$ cat config.mk
export PLATFORM = sky130hd
export DESIGN_NAME = onehot_request_gen
export DESIGN_NICKNAME = d
export VERILOG_FILES = /design/src/rtl/onehot_request_gen.sv
export SDC_FILE = /design/constraint.sdc
export NUM_CORES = 1
export LEC_CHECK = 0
export CAP_MARGIN = 20
export CORE_MARGIN = 2
export CORE_UTILIZATION = 55
export DETAILED_ROUTE_END_ITERATION = 8
export GPL_TIMING_DRIVEN = 0
export PLACE_DENSITY = 0.76
export SLEW_MARGIN = 10
export SYNTH_ARGS = -nofsm -noshare
export SYNTH_HDL_FRONTEND = slang
export SYNTH_SLANG_ARGS = --single-unit
$ cat constraint.sdc
create_clock -name clk -period 4.1 [get_ports clk]
set_clock_uncertainty 0.2 [all_clocks]
set_input_delay 0.615 -clock clk [delete_from_list [all_inputs] [get_ports clk]]
set_output_delay 0.615 -clock clk [all_outputs]
set_load 0.1 [all_outputs]
$ cat src/rtl/onehot_request_gen.sv
// Request front end for the 8-to-3 priority encoder: synchronise, debounce,
// latch rising edges as pending, and hand them out one-hot under valid/ready.
module onehot_request_gen #(
  parameter int N_IN   = 8,
  parameter int DB_CNT = 4,
  parameter int CNT_W  = 3
) (
  input  logic            clk,
  input  logic            rst_n,
  input  logic [N_IN-1:0] raw_in,
  output logic [N_IN-1:0] onehot,
  output logic            valid,
  input  logic            ready,
  output logic            overflow,
  input  logic            clr_ovf
);

  typedef enum logic {
    ST_IDLE,
    ST_PRESENT
  } state_t;

  localparam logic [CNT_W-1:0] LP_LAST = CNT_W'(DB_CNT - 1);

  state_t          r_state;
  state_t          w_state_nxt;
  logic [N_IN-1:0] r_s1;
  logic [N_IN-1:0] r_s2;
  logic [N_IN-1:0] r_stable;
  logic [N_IN-1:0] r_pending;
  logic [CNT_W-1:0] r_cnt [N_IN];

  logic [N_IN-1:0] w_flip;
  logic [N_IN-1:0] w_rise;
  logic [N_IN-1:0] w_lowest;
  logic [N_IN-1:0] w_clr;
  logic [N_IN-1:0] w_onehot_nxt;
  logic            w_valid_nxt;
  logic            w_ovf_evt;

  always_ff @(posedge clk or negedge rst_n) begin
    if (!rst_n) begin
      r_s1 <= '0;
      r_s2 <= '0;
    end else begin
      r_s1 <= raw_in;
      r_s2 <= r_s1;
    end
  end

  // A line flips on the edge where its counter would reach DB_CNT.
  always_comb begin
    w_flip = '0;
    for (int unsigned k = 0; k < N_IN; k++) begin
      w_flip[k] = (r_s2[k] != r_stable[k]) && (r_cnt[k] == LP_LAST);
    end
  end

  assign w_rise = w_flip & r_s2;

  always_ff @(posedge clk or negedge rst_n) begin
    if (!rst_n) begin
      r_stable <= '0;
      for (int unsigned k = 0; k < N_IN; k++) begin
        r_cnt[k] <= '0;
      end
    end else begin
      for (int unsigned k = 0; k < N_IN; k++) begin
        if (r_s2[k] == r_stable[k]) begin
          r_cnt[k] <= '0;
        end else if (w_flip[k]) begin
          r_stable[k] <= r_s2[k];
          r_cnt[k]    <= '0;
        end else begin
          r_cnt[k] <= r_cnt[k] + CNT_W'(1);
        end
      end
    end
  end

  // Isolate the lowest set pending bit (index 0 has highest priority).
  assign w_lowest = r_pending & (~r_pending + N_IN'(1));

  always_comb begin
    w_state_nxt  = r_state;
    w_onehot_nxt = onehot;
    w_valid_nxt  = valid;
    w_clr        = '0;
    case (r_state)
      ST_IDLE: begin
        w_onehot_nxt = '0;
        w_valid_nxt  = 1'b0;
        if (|r_pending) begin
          w_onehot_nxt = w_lowest;
          w_valid_nxt  = 1'b1;
          w_clr        = w_lowest;
          w_state_nxt  = ST_PRESENT;
        end
      end
      ST_PRESENT: begin
        if (ready) begin
          w_onehot_nxt = '0;
          w_valid_nxt  = 1'b0;
          w_state_nxt  = ST_IDLE;
        end
      end
      default: begin
        w_onehot_nxt = '0;
        w_valid_nxt  = 1'b0;
        w_state_nxt  = ST_IDLE;
      end
    endcase
  end

  // A rise coinciding with the grant clear re-sets pending and is not a drop.
  assign w_ovf_evt = |(w_rise & r_pending & ~w_clr);

  always_ff @(posedge clk or negedge rst_n) begin
    if (!rst_n) begin
      r_state   <= ST_IDLE;
      onehot    <= '0;
      valid     <= 1'b0;
      r_pending <= '0;
      overflow  <= 1'b0;
    end else begin
      r_state   <= w_state_nxt;
      onehot    <= w_onehot_nxt;
      valid     <= w_valid_nxt;
      r_pending <= (r_pending & ~w_clr) | w_rise;
      if (w_ovf_evt) begin
        overflow <= 1'b1;
      end else if (clr_ovf) begin
        overflow <= 1'b0;
      end
    end
  end

endmodule

==> results by group <==
STA
  • Peak Freq: 0.3780 GHz
  • Slew Limit Fails: 0
  • Final TNS setup: 0 ps
  • Final Setup Violations: 0
  • Final Critical Period: approximately 2600 ps
  • Hold Fails Final Rpt: 0
  • Least-Margin Pin Slew: between 900 and 1000 ps
  • RSZ-0062 raised after global routing: no
  • Final worst path period share: between 60 and 70%
  • Relative slew slack: between 30% and 40%

Worst setup path
  • Delay-heaviest family, CP: buffers and inverters
  • Buf/Inv on CP: 1
  • Critical Path RT: between 3000 and 4000 ps
  • WS Path Type: register to output pin
  • CP Max Fanout: 2
  • Crit path DAT: 1830 ps
  • CP startpoint kind: register
  • CP cell instances: clkdlybuf4s50_1
  • CP peak stage delay: 1140 ps
  • CP max stage cell: clkdlybuf4s50_1
  • CP endpoint kind: output pin

Die
  • DIE AREA: between 5000 and 6000 sq um
  • Width of the die: 72.29 um
  • IO Pins: 22
  • Chip Height: around 72 um
  • FP Rows: 24
  • Core area: around 4400 sq um
  • Initial Util: just under 60%

Route
  • WL/cell: roughly 15 um
  • DRT Pass-1 Iters: 4
  • # DRC: 0
  • Final ANT Viol Nets: 0
  • Final WL: roughly 4.2 mm
  • Vias/cell: between 5 and 6
  • Iter 0 DRT Violations: 95
  • Vias post-DR: 1546

Clocking
  • Clock Latency Late Sink: 330 ps
  • Post-cts resize count: 0
  • Post CTS Setup Buffer Count: 0
  • Root Buffer: clkbuf_8
  • TritonCTS buffer count: 9
  • Total clock sinks: 67
  • Max clock buf depth: 2
  • CTS tree: yes
  • Hold_buf cts: 0
  • H-tree depth: 3
  • Clock slew at reported path FFs: ~70 ps

Cells and area
  • Share of layout cells above drive strength 1: 11.61%
  • Final Net Count: around 240
  • Ant. Diodes: 0
  • Filler cell count: 315
  • Area Growth Syn to Fin: 17.37%
  • Final instance area: between 3000 and 4000 sq um

Global routing
  • First-pass GRT wire length: 7.272 mm
  • GRT busiest layer: met2
  • Number of global-route vias before repair: ~1600
  • GRT Util Overall: 18.59%
  • Met2 Usage GRT: ~31%
  • Grt ovf: 0
  • Routing usage on met1: between 20% and 30%
  • Pin count of the biggest net entering global routing: 68
  • Initial antenna violation count: 0
  • Met3 Usage GRT: roughly 4.2%

Power and ir drop
  • Max VDD drop: ~0.00033 V
  • PwrDens: 694.8 nW/um^2
  • P_leak: ~0.0014 uW

Flow run
  • Max Cap Viol: 0

Place
  • Count of input and output buffers: 21
  • GP Congestion: 0.7646
  • Final HPWL DP: between 3 and 4 mm
  • Post-Place Cell Area: 2838 sq um

Synth
  • Yosys warns: 0
  • Cell area after synthesis: 2565 sq um
  • Sequential-to-total area share from yosys stat: ~65%
  • Synth Instances: approximately 190
  • Count of cell types in the netlist: 34
  • Synthesized area per cell: about 14 sq um
  • Synth Net Count: between 200 and 250
  • Number of synthesized register bits: 67

Status
  • Status: complete, no violations

Hold path
  • Hold Path Class: register to register
==> per-stage QoR <==
stage	hold WS, ps	utilization, %	instances	worst slack, ps	power (uW)
floorplan	119.4	-	187	2008	1450
CTS	150.4	68.20	276	1433	2107
detailed placement	136.5	64.29	260	1790	1636
global route	158.4	68.20	276	1410	2220
global placement	133.1	64.34	260	333.6	1574
finish	146.0	68.20	276	1455	2091
==> sequential cells by signal (all words and copies together), names as in the netlist <==
signal	flops
onehot	8
r_pending	8
valid	1
r_s2	8
r_cnt	24
r_stable	8
r_state	1
overflow	1
r_s1	8
==> routing by layer <==
metal / routed length, um / up-vias
li1: - / 737
met1: 1818 / 771
met3: 131 / 10
met2: 2158 / 28
met5: 0 / -
met4: 92 / 0
==> where the power goes <==
group	switching (uW)	internal [uW]	total (uW)	leakage [uW]
combinational	403	258	661	0.000427
sequential	132	824	957	0.000859
clock	223	251	474	0.0000905
==> cell families (layout without fill, tap and decap cells) <==
group                      count (synthesis)  after routing  synth area share [%]
AOI/OAI and AO/OA                         27             27                 7.414
xor gates and xnor gates                   8              8                 2.732
adders and majority gates                  8              8                 3.903
buffers and inverters                      9             46                 1.415
DFF                                       67             67                 65.37
muxes                                      8              8                 3.512
and+or+nand+nor                           60             60                 15.66
==> final cells by class <==
type / instances / area (sq um) / area share, %
repair buffers: 21 / 207.7 / 6.899
multi-input cells: 111 / 852.1 / 28.30
inverters: 7 / 26.28 / 0.8728
plain buffers: 2 / 10.01 / 0.3325
clock inverters: 2 / 10.01 / 0.3325
clock buffers: 14 / 162.7 / 5.403
flip-flops and latches: 67 / 1677 / 55.69
well taps: 52 / 65.06 / 2.161
==> synthesized netlist by cell type <==
cell	number	area [sq um]
nor2_1	2	7.510
a21o_1	2	15.01
nand4_1	1	6.260
o21ai_1	3	15.01
ha_1	8	100.1
nor4_2	1	12.51
inv_1	7	26.28
nor3b_1	14	105.1
o31a_1	1	8.760
and3b_1	1	8.760
mux2_2	8	90.09
nor3_1	9	45.04
dfrtp_1	67	1677
xnor2_1	8	70.07
o22ai_1	2	12.51
a41oi_1	1	8.760
buf_2	2	10.01
a22oi_1	1	7.510
or3_1	1	6.260
a32oi_1	1	8.760
a22o_1	4	35.03
a21oi_1	2	10.01
nor3_4	1	16.27
nor2b_1	12	75.07
o31ai_1	2	15.01
nand2_1	9	33.78
a211o_1	1	8.760
nor4bb_1	2	20.02
o21ai_0	5	25.02
or4_1	1	7.510
nand4bb_1	4	45.04
a32o_1	1	10.01
nand2b_1	2	12.51
o311a_1	1	10.01
==> layout by cell type (no fill, tap or decap), types with 2 or more instances in the layout <==
master	synthesis	final
a21o_1	2	2
a21oi_1	2	2
a22o_1	4	4
buf_2	2	2
clkbuf_1	0	3
clkbuf_8	0	11
clkdlybuf4s50_1	0	20
clkinv_2	0	2
dfrtp_1	67	67
ha_1	8	8
inv_1	7	7
mux2_2	8	8
nand2_1	9	9
nand2b_1	2	2
nand4bb_1	4	4
nor2_1	2	2
nor2b_1	12	12
nor3_1	9	9
nor3b_1	14	14
nor4bb_1	2	2
o21ai_0	5	5
o21ai_1	3	3
o22ai_1	2	2
o31ai_1	2	2
xnor2_1	8	8
==> worst paths after layout <==
| kind | from | slack (ps) | to | cells past startpoint |
|---|---|---|---|---|
| min in group asynchronous | rst_n | 170 | r_cnt[2] | 1 |
| min | r_s1[5] | 150 | r_s2[5] | 0 |
| max in group asynchronous | rst_n | 2990 | r_cnt[22] | 1 |
| max reg2reg | r_pending[0] | 1870 | r_state | 6 |
| max | onehot[3] | 1450 | onehot[3] | 1 |
| min reg2reg | r_s1[5] | 150 | r_s2[5] | 0 |
Note: power is estimated with default switching activity, not from simulation.
